<file path="src/rtl/ahb_slave_if.sv">
// rtl/ahb_slave_if.sv - AHB slave front end: 3-region decode, address/data pipeline, transfer counter.
// Define AHB_ERR_RESP_EN to build in the two-cycle ERROR response for unmapped transfers.
module ahb_slave_if #(
  parameter logic [31:0] BASE_ADDR   = 32'h8000_0000,
  parameter int unsigned REGION_LOG2 = 26
) (
  input  logic        Hclk,
  input  logic        Hreset,
  input  logic        Hwrite,
  input  logic        Hreadyin,
  input  logic [1:0]  Htrans,
  input  logic [31:0] Haddr,
  input  logic [31:0] Hwdata,
  input  logic        cnt_clr,
  output logic        valid,
  output logic [2:0]  tempselx,
  output logic [31:0] Haddr1,
  output logic [31:0] Haddr2,
  output logic [31:0] Hwdata1,
  output logic [31:0] Hwdata2,
  output logic        Hwritereg,
  output logic [1:0]  Hresp,
  output logic        err_stall,
  output logic [15:0] xfer_cnt
);

  logic        active;
  logic [32:0] offset;
  logic [31:0] region_idx;
  logic        unused_htrans0;

  logic [31:0] haddr1_q, haddr2_q, hwdata1_q, hwdata2_q;
  logic        hwrite_q;
  logic [15:0] xfer_cnt_q, xfer_cnt_d;
  logic [1:0]  hresp_q;
  logic        err_stall_q;

  assign unused_htrans0 = Htrans[0];
  assign active         = Hreadyin & Htrans[1];

  // Borrow out of the 33-bit subtract flags addresses below BASE_ADDR.
  assign offset     = {1'b0, Haddr} - {1'b0, BASE_ADDR};
  assign region_idx = offset[31:0] >> REGION_LOG2;

  always_comb begin
    tempselx = 3'b000;
    if (!offset[32]) begin
      case (region_idx)
        32'd0:   tempselx = 3'b001;
        32'd1:   tempselx = 3'b010;
        32'd2:   tempselx = 3'b100;
        default: tempselx = 3'b000;
      endcase
    end
  end

  assign valid = active & (tempselx != 3'b000) & ~err_stall;

  always_ff @(posedge Hclk or posedge Hreset) begin
    if (Hreset) begin
      haddr1_q  <= 32'h0;
      haddr2_q  <= 32'h0;
      hwdata1_q <= 32'h0;
      hwdata2_q <= 32'h0;
      hwrite_q  <= 1'b0;
    end else begin
      haddr1_q  <= Haddr;
      haddr2_q  <= haddr1_q;
      hwdata1_q <= Hwdata;
      hwdata2_q <= hwdata1_q;
      hwrite_q  <= Hwrite;
    end
  end

  assign Haddr1    = haddr1_q;
  assign Haddr2    = haddr2_q;
  assign Hwdata1   = hwdata1_q;
  assign Hwdata2   = hwdata2_q;
  assign Hwritereg = hwrite_q;

  // Clear wins over increment; the counter sticks at all-ones.
  always_comb begin
    xfer_cnt_d = xfer_cnt_q;
    if (cnt_clr) begin
      xfer_cnt_d = 16'h0;
    end else if (valid && (xfer_cnt_q != 16'hFFFF)) begin
      xfer_cnt_d = xfer_cnt_q + 16'd1;
    end
  end

  always_ff @(posedge Hclk or posedge Hreset) begin
    if (Hreset) begin
      xfer_cnt_q <= 16'h0;
    end else begin
      xfer_cnt_q <= xfer_cnt_d;
    end
  end

  assign xfer_cnt = xfer_cnt_q;

`ifdef AHB_ERR_RESP_EN
  typedef enum logic [1:0] {ERR_IDLE, ERR_1, ERR_2} err_state_e;
  err_state_e err_state_q;

  // Unmapped transfers seen outside ERR_IDLE are dropped; the master cancels during ERR_2.
  always_ff @(posedge Hclk or posedge Hreset) begin
    if (Hreset) begin
      err_state_q <= ERR_IDLE;
      hresp_q     <= 2'b00;
      err_stall_q <= 1'b0;
    end else begin
      case (err_state_q)
        ERR_IDLE: begin
          if (active && (tempselx == 3'b000)) begin
            err_state_q <= ERR_1;
            hresp_q     <= 2'b01;
            err_stall_q <= 1'b1;
          end
        end
        ERR_1: begin
          err_state_q <= ERR_2;
          hresp_q     <= 2'b01;
          err_stall_q <= 1'b0;
        end
        default: begin
          err_state_q <= ERR_IDLE;
          hresp_q     <= 2'b00;
          err_stall_q <= 1'b0;
        end
      endcase
    end
  end
`else
  assign hresp_q     = 2'b00;
  assign err_stall_q = 1'b0;
`endif

  assign Hresp     = hresp_q;
  assign err_stall = err_stall_q;

endmodule

</file>
<file path="config.mk">
export PLATFORM = sky130hd
export DESIGN_NAME = ahb_slave_if
export DESIGN_NICKNAME = d
export VERILOG_FILES = /design/src/rtl/ahb_slave_if.sv
export SDC_FILE = /design/constraint.sdc
export NUM_CORES = 1
export LEC_CHECK = 0
export ABC_CLOCK_PERIOD_IN_PS = 5050
export CAP_MARGIN = 20
export CORE_ASPECT_RATIO = 1.1
export CORE_UTILIZATION = 39
export DETAILED_ROUTE_END_ITERATION = 8
export PLACE_DENSITY = 0.81
export SYNTH_ARGS = -nofsm -noshare
export SYNTH_HDL_FRONTEND = slang
export SYNTH_SLANG_ARGS = --single-unit
</file>
<file path="constraint.sdc">
create_clock -name Hclk -period 5.05 [get_ports Hclk]
set_input_delay 0.7575 -clock Hclk [delete_from_list [all_inputs] [get_ports Hclk]]
set_output_delay 0.7575 -clock Hclk [all_outputs]
set_load 0.1 [all_outputs]
</file>
# After elaboration in Yosys (flattened, before gate mapping)
# Cells that the tools add are included.
[op_classes]
mux = 4
add_sub_neg = 2
n_eq_ne = 3
n_reduce_logical = 4
bitwise_logic = 2
[ops]
columns = ["op", "n"]
rows = [
  ["32-bit by 32-bit subtractor with 33-bit output, second input constant", 1],
  ["32-bit zero test", 1],
  ["16-bit 2-to-1 mux", 2],
  ["16-bit by 1-bit adder with 16-bit output, second input constant", 1],
  ["16-bit inequality test, second input constant", 1],
  ["3-bit one-hot mux with 3 select lines", 1],
  ["6-bit by 1-bit == test with 1-bit output, second input constant", 1],
  ["6-bit by 2-bit == test with 1-bit output, second input constant", 1],
  ["3-bit 2-to-1 mux", 1],
  ["3-bit nonzero test", 1],
  ["1-bit AND", 2],
  ["2-bit nonzero test", 1],
  ["1-bit logical AND", 1],
]
[word_totals]
ff_bits = 145
inputBits = 71
out_inout_bits = 152
wordCells = 21

# Longest topological paths before layout
[depth]
depth_word = 9
ltp_mapped = 7
ltp_nobuf = 6

# Worst setup path before layout
# No wires, ideal clock.
[synth_path]
kind = "input -> output"
startpoint = "input Haddr[29]"
endpoint = "output tempselx[1]"
cell_stages = 2
arrival_time_ps = 3541
path_buffers = 0
slack_ps = 752
cell_sequence = "or4b_4 nor3b_1"
[synth_via]
elab_chain_cells = 4
elab_cells_between_ends = 6
cone_classes = "add/sub (1); eq/ne (2); mux (2); reduce/logical (1)"
[synth_lines]
columns = ["item", "line", "text"]
rows = [
  ["start, declared", "12", "input logic [31:0] Haddr,"],
  ["32-bit by 32-bit subtractor with 33-bit output *", "42", "assign offset = {1'b0, Haddr} - {1'b0, BASE_ADDR};"],
  ["32-bit zero test, or another cell as far along", "48", "case (region_idx)"],
  ["3-bit one-hot mux with 3 select lines", "48", ""],
  ["3-bit 2-to-1 mux *", "47", "if (!offset[32]) begin"],
  ["end, declared", "16", "output logic [2:0] tempselx,"],
]
# Every way passes the cells marked *; elsewhere a longest branch is shown, timed or not.

# Worst setup path after layout
[layout_path]
startpoint = "input Haddr[29]"
endpoint = "output valid"
[layout_via]
elab_chain_cells = 6
elab_cells_between_ends = 8
cone_classes = "add/sub (1); eq/ne (2); mux (2); bitwise (1); reduce/logical (2)"
[layout_lines]
columns = ["item", "line", "text"]
rows = [
  ["32-bit by 32-bit subtractor with 33-bit output *", "42", ""],
  ["32-bit zero test, or another cell as far along", "48", ""],
  ["3-bit one-hot mux with 3 select lines", "48", ""],
  ["3-bit 2-to-1 mux *", "47", ""],
  ["3-bit nonzero test *", "57", "assign valid = active & (tempselx != 3'b000) & ~err_stall;"],
  ["1-bit AND *", "57", ""],
  ["end, declared", "15", "output logic valid,"],
]
# Marked as above.

==> results list <==
* Max_slew headroom: 31.8%
- In this run, post-CTS hold repair placed 0 buffers.
- In this run, placement finished with an instance count of 589.
- CP required: about 4.3 ns
- At the pin with the least slew margin, the transition time is 1.02 ns.
* Global routing usage on met1: 21.1%
- Counting the buffers created by CTS gives 17.
* Estimated wirelength of the detail-placed design: 7340 um
* CTS-repair resized insts: 0
* Sequential-to-total area share from yosys stat: 86.7%
* Final Routed Wirelength: 10,100 um
- From left edge to right edge, the die measures 101 um.
- The area growth from synthesis to layout is 70.1%.
- Across the run, the number of max-cap violations was 0.
- Fraction of the core area covered by cells at the end of the flow: between 60 and 70%
- The commonest cells after synthesis are sky130_fd_sc_hd__dfrtp_1, sky130_fd_sc_hd__nor2_1, sky130_fd_sc_hd__nand4_1.
* Root Buffer Master: sky130_fd_sc_hd__clkbuf_16
- Synth Cell Area: 4190 sq um
- STA classifies the critical path endpoint as a primary output.
* Via count: 2,754
* Placer congestion estimate: around 0.8
* Overall power consumption: 3.03 mW
- After global routing the overflow that remains totals 0.
- Via count of the first global-routing pass: between 2,000 and 3,000
* Most used standard cell by instance count after synthesis: sky130_fd_sc_hd__dfrtp_1
- The number of pins with negative max-slew slack in the final report is 0.
* Launching element type of the critical path: input port
* Register-to-register setup slack: 3.04 ns
- Hold path start: Hwdata1[20]$_DFF_PP0_
- After technology mapping, the gate count stands at 232.
* Number of buffers added on ports: 218
- The total area inside the core boundary comes to 10,400 sq um.
* Async set or reset register ratio after synthesis: 100%
- Status: finished clean
- Largest buffer count on any clock path: 2
* Final Cycle Share: around 72%
- Net count, final: 539
- In this run the most used layer during global routing was met2.
- By area the synthesized netlist is led by sky130_fd_sc_hd__dfrtp_1, sky130_fd_sc_hd__xnor2_1, sky130_fd_sc_hd__nor2_1.
- Minimum clock period: 3.62 ns
- For this design the top-level I/O count stands at between 200 and 250.
* Unique cell type count in the Yosys netlist: 28
* Count of endpoints failing hold in the final timing report: 0
- The worst register-to-register path ends at xfer_cnt[0]$_DFFE_PP0P_.
* Remaining antenna violation count: 0
- Diodes inserted: 0
- Total setup violations reported at the end of the flow: 0
- After the flow finishes, the layout carries non-filler instances totaling 623.
- After routing the design area is 7120 sq um.
- In the global route stage, met3 resource usage came out at ~4.3%.
- Clock latency of the later-clocked register in the worst-skew pair: about 0.40 ns
* Setup repair after global routing missed its margin: no
- Entering global routing, the biggest net connects between 100 and 150 pins.
- For this run, the detailed router's first-pass iteration total came to 4.
* Global-route wire length before repair: between 15,000 and 20,000 um
- Measured along the y axis, the die boundary spans 111 um.
* Number of H-tree branching levels: 4
- Endpoint with the worst hold slack: Hwdata2[20]$_DFF_PP0_
- After clock tree synthesis, the setup repair step added 0 buffers.
* Clock skew after layout: 0.00593 ns
- The detailed router finished its first iteration with 76 violations.
- Of all cell types, the one taking the most synthesized area is sky130_fd_sc_hd__dfrtp_1.
- Initial antenna violation count: 0
- Kind of path behind the tightest hold check: register to register
- Number of flops mapped to enable cells by yosys: 0
- Hold is met by 0.373 ns.
- Total DRC errors in the routed layout: 0
* Total die area: 11,200 sq um
- Worst setup margin: 1.43 ns
- Hold depth: 0
- Derived from the worst setup path, the maximum achievable clock frequency is 276 MHz.
- Critical setup path kind: input port to primary output
- Arrival @ worst endpoint: 2.86 ns
* Placed Instance Area: 6520 sq um
- Worst setup slack before clock tree synthesis: about 1.4 ns
- Using the TritonRoute via totals, the vias-per-cell ratio works out to 4.42.
* Top cell type's share of synthesized area: 86.7%
- Post-synth top flop: sky130_fd_sc_hd__dfrtp_1
* Effective utilization at floorplan: between 40 and 50%
- In the final timing run, aggregate negative setup slack is 0 ns.
- Ratio of cells with drive above 1 in the final layout: 9.17%
- Leakage power: 2.99 nW
- Count of yosys warnings during synthesis: 0
* Maximum net fanout on the critical path: 12
- Synthesized area per cell: about 18 sq um
* Power Density: between 400 and 500 nW/um^2
* Count of state elements after synthesis: 145
- Worst r2r src: xfer_cnt[0]$_DFFE_PP0P_
- Global routing used around 19% of the available tracks across all layers.
- The floorplan has 39 rows.
* Worst vdd ir: 0.000205 V
- Number of sinks on the clock net: 145
- TritonCTS built the clock tree.
* Met2 track demand over resource: 35.2%
- The worst register-to-register path has a depth of 7.
- Worst-path clk slew: approximately 0.06 ns
- Routed wirelength normalized by instance count: 16.2 um
## per-layer routing
layer	wire length [um]	vias up
li1	-	1234
met3	633	12
met5	0	-
met4	162	0
met2	5740	118
met1	3560	1390
## where the power goes
group	leakage (nW)	internal, mW	switching (mW)
logic	1.00	0.136	0.469
clock network	0.263	0.728	0.459
registers	1.73	1.21	0.0221
## layout make-up
type                       instances  area (sq um)
multi-input combinational         79           514
timing repair buffer             221          2210
clock inverter                    12           134
fill                             730          3270
sequential                       145          3630
tap                              143           179
inverter                           3          16.3
clock buffer                      20           437
## worst max path at each step
stage          cells after the start       from             endpoint  slack, ns
6_report                           5  Haddr[29]                valid       1.43
4_1_cts                            5  Haddr[29]                valid       1.43
3_5_place_dp                       5  Haddr[29]                valid       1.43
2_1_floorplan                      1     Hreset  Haddr1[0]$_DFF_PP0_       0.40
5_1_grt                            5  Haddr[29]                valid       1.35
3_3_place_gp                       5  Haddr[29]                valid       1.47
## critical path: stages
cell                              delay, ns
sky130_fd_sc_hd__clkdlybuf4s50_1       0.45
sky130_fd_sc_hd__or4b_4                0.57
sky130_fd_sc_hd__a211o_1               0.50
sky130_fd_sc_hd__inv_1                 0.24
sky130_fd_sc_hd__buf_4                 0.32
## flip-flops by register name, indices dropped and copies added (netlist names)
signal     count
Haddr2        32
xfer_cnt      16
Hwdata2       32
Haddr1        32
Hwdata1       32
Hwritereg      1
## layout by cell type (no fill, tap or decap)
cell	netlist	layout
sky130_fd_sc_hd__a211o_1	1	1
sky130_fd_sc_hd__a21oi_1	1	1
sky130_fd_sc_hd__and2_1	2	2
sky130_fd_sc_hd__buf_16	0	1
sky130_fd_sc_hd__buf_4	3	5
sky130_fd_sc_hd__bufinv_16	0	2
sky130_fd_sc_hd__clkbuf_1	1	3
sky130_fd_sc_hd__clkbuf_16	0	17
sky130_fd_sc_hd__clkbuf_4	0	1
sky130_fd_sc_hd__clkdlybuf4s50_1	0	214
sky130_fd_sc_hd__clkinv_2	0	2
sky130_fd_sc_hd__clkinv_4	0	1
sky130_fd_sc_hd__clkinvlp_4	0	5
sky130_fd_sc_hd__conb_1	1	3
sky130_fd_sc_hd__dfrtp_1	145	145
sky130_fd_sc_hd__ha_1	1	1
sky130_fd_sc_hd__inv_1	3	2
sky130_fd_sc_hd__inv_6	0	3
sky130_fd_sc_hd__nand2_1	5	5
sky130_fd_sc_hd__nand3_1	4	4
sky130_fd_sc_hd__nand4_1	11	11
sky130_fd_sc_hd__nor2_1	19	19
sky130_fd_sc_hd__nor2b_1	1	1
sky130_fd_sc_hd__nor3_1	4	4
sky130_fd_sc_hd__nor3b_1	3	3
sky130_fd_sc_hd__nor4_2	3	4
sky130_fd_sc_hd__nor4_4	1	1
sky130_fd_sc_hd__nor4b_1	1	1
sky130_fd_sc_hd__o21ai_0	1	1
sky130_fd_sc_hd__or2_2	1	1
sky130_fd_sc_hd__or4b_4	1	1
sky130_fd_sc_hd__xnor2_1	10	10
sky130_fd_sc_hd__xor2_1	5	5
## logic make-up after synthesis
family / after synthesis / synth area share, %
adders and majority gates: 1 / 0.299
other: 1 / 0.0896
DFF: 145 / 86.7
AOI/OAI and AO/OA: 3 / 0.448
xor gates and xnor gates: 15 / 3.14
buffers and inverters: 10 / 1.37
and+or+nand+nor: 57 / 7.98
No activity file was read; power rests on OpenSTA's default activity.
==> RTL change (same flow settings) <==
`REGION_LOG2`: 26 -> 25.
--- a/src/rtl/ahb_slave_if.sv
+++ b/src/rtl/ahb_slave_if.sv
@@ -2,7 +2,7 @@
 // Define AHB_ERR_RESP_EN to build in the two-cycle ERROR response for unmapped transfers.
 module ahb_slave_if #(
   parameter logic [31:0] BASE_ADDR   = 32'h8000_0000,
-  parameter int unsigned REGION_LOG2 = 26
+  parameter int unsigned REGION_LOG2 = 25
 ) (
   input  logic        Hclk,
   input  logic        Hreset,
Check against the original RTL: not equivalent (a bounded check fails within 4 cycles, from zero or initial values and one cycle with Hreset high).
==> RTL change against the original RTL <==
Power increased by 3.3%; setup slack got worse by 0.16 ns; synthesized area increased by 1.3%; wire length increased by 1.9%; cell area increased by 0.93%; critical path depth unchanged; sequential cell count unchanged; maximum frequency decreased by 4.3%; via count increased by 0.36%; critical endpoint is now tempselx[2]; highest routed layer unchanged.
==> RTL change: results (changes against the original RTL) <==
metric,value,unit,change
status,"complete, no violations",,
fmax,0.264,GHz,-4.3%
number of global-route vias before repair,2931,,+4.0%
CP peak stage delay,1.16,ns,+0.59 ns
number of diodes,0,,unchanged
# Post-CTS Setup Buffers,0,,unchanged
HPWL Detailed,7470,um,+1.7%
iteration count of the initial detailed-routing pass,4,,unchanged
"top cells by area, synth","dfrtp_1 (86%), xnor2_1 (1.9%), nor2_1 (1.1%), nor4_4 (1.0%), nor4_2 (0.89%)",,
crit path max-delay cell type,clkdlybuf4s50_1,,
clock skew,0.00834,ns,+0.00241 ns
largest net degree at the start of global routing,110,,-6.8%
maximum clock insertion buffer count,2,,unchanged
Slew @ Worst Pin,1.03,ns,+0.00837 ns
Final #Nets,538,,-0.19%
reg2reg path depth,5,,-2
Crit Path Max Fanout,3,,-9
Routed WL,10300,um,+1.9%
Reg2Reg Launch Point,xfer_cnt[13]$_DFFE_PP0P_,,
worst-skew pair later-pin latency,0.41,ns,
Leak,3.02,nW,+0.91%
Setup crit end,tempselx[2],,
Num CTS Buffers,17,,unchanged
H-tree levels,4,,unchanged
Post-Place Setup Slack,1.25,ns,-0.172 ns
maximum capacitance violations,0,,unchanged
"IR drop worst, VDD",198,uV,-3.1%
Critical Path AT,3.02,ns,+0.16 ns
# port buffers,218,,unchanged
"FFs w/ async S/R, synth",100,%,unchanged
CP Launch Point,Haddr[28],,
"setup slack, reg-to-reg",3.15,ns,+0.11 ns
Global Route Usage Sum,19.7,%,+0.46 points
Initial DRC Count,45,,-41%
synth unique cells,35,,+25%
layout cells sized above 1,8.79,%,-0.38 points
Reg-to-Reg End,xfer_cnt[1]$_DFFE_PP0P_,,
post-synthesis sequential area ratio,85.6,%,-1.1 points
worst min-delay path class,reg2reg,,
Via density,4.45,,+0.69%
first-pass GRT wire length,16100,um,+1.9%
most frequent cells after synthesis,"dfrtp_1 (145), nor2_1 (12), nand2_1 (9), xnor2_1 (9)",,
initial antenna violation count,0,,unchanged
post-cts sizing count,0,,unchanged
gpl congestion,0.738,,-6.8%
-- RTL change: cell count changes in the layout (fill, tap and decap cells not counted), moves of 3 or more --
cell        unedited run  this run
xor2_1                 5         1
nand4_1               11         2
nor2_1                19        12
nand2_1                5         9
o21ai_0                1         4
clkinvlp_4             5         2
-- RTL change: stage by stage --
| step | cells | hold slack, ns | power [mW] | util [%] | cell area (um2) |
|---|---|---|---|---|---|
| 2_1_floorplan | 234 | 0.789 | 1.68 | - | 4250 |
| 4_1_cts | 621 | 0.371 | 3.16 | 68.5 | 7190 |
| 6_report | 621 | 0.370 | 3.13 | 68.5 | 7190 |
| 5_1_grt | 621 | 0.375 | 3.23 | 68.5 | 7190 |
| 3_5_place_dp | 590 | 0.360 | 1.86 | 62.7 | 6570 |
| 3_3_place_gp | 590 | 0.356 | 1.86 | 62.7 | 6570 |
-- RTL change: critical path, delay by kind of cell --
family / cells / cell delay [ns]
buffers and inverters: 2 / 1.61
and+or+nand+nor: 3 / 0.65
-- RTL change: area by class of cell --
cell class,instances,area [um2]
sequential,145,3630
fill,711,3300
timing repair buffer,219,2180
multi-input combinational,79,562
clock buffer,19,433
clock inverter,12,183
tap,143,179
inverter,4,20.0
-- RTL change: worst min path at each step --
stage                     startpoint               endpoint  slack, ns
2_1_floorplan               Haddr[0]    Haddr1[0]$_DFF_PP0_       0.79
3_3_place_gp   Hwdata1[11]$_DFF_PP0_  Hwdata2[11]$_DFF_PP0_       0.36
3_5_place_dp    Hwdata1[0]$_DFF_PP0_   Hwdata2[0]$_DFF_PP0_       0.36
4_1_cts         Hwdata1[3]$_DFF_PP0_   Hwdata2[3]$_DFF_PP0_       0.37
5_1_grt         Hwdata1[3]$_DFF_PP0_   Hwdata2[3]$_DFF_PP0_       0.37
6_report        Hwdata1[0]$_DFF_PP0_   Hwdata2[0]$_DFF_PP0_       0.37
-- RTL change: cells by family after synthesis --
family / after synthesis / synth area share, %
buffers and inverters: 10 / 1.33
AO/OA/AOI/OAI: 15 / 2.69
XOR/XNOR: 10 / 2.07
adder cells (fa/ha/maj): 1 / 0.295
flip-flops: 145 / 85.6
AND/OR/NAND/NOR: 48 / 7.47
other: 1 / 0.0885
multiplexers: 2 / 0.472
-- RTL change: power by group --
group	switching (mW)	internal [mW]	total [mW]	leakage, nW
combinational	0.469	0.134	0.603	0.997
clock	0.463	0.828	1.29	0.295
sequential	0.0222	1.21	1.24	1.73
total	0.953	2.18	3.13	3.02
-- RTL change: routing by layer --
layer	GRT usage, %	part of all wire (%)	vias to the layer above
met5	0	0	-
met4	7.73	1.5	0
met3	7.78	8.1	16
met2	35.3	56	129
met1	20.4	35	1378
li1	-	-	1241
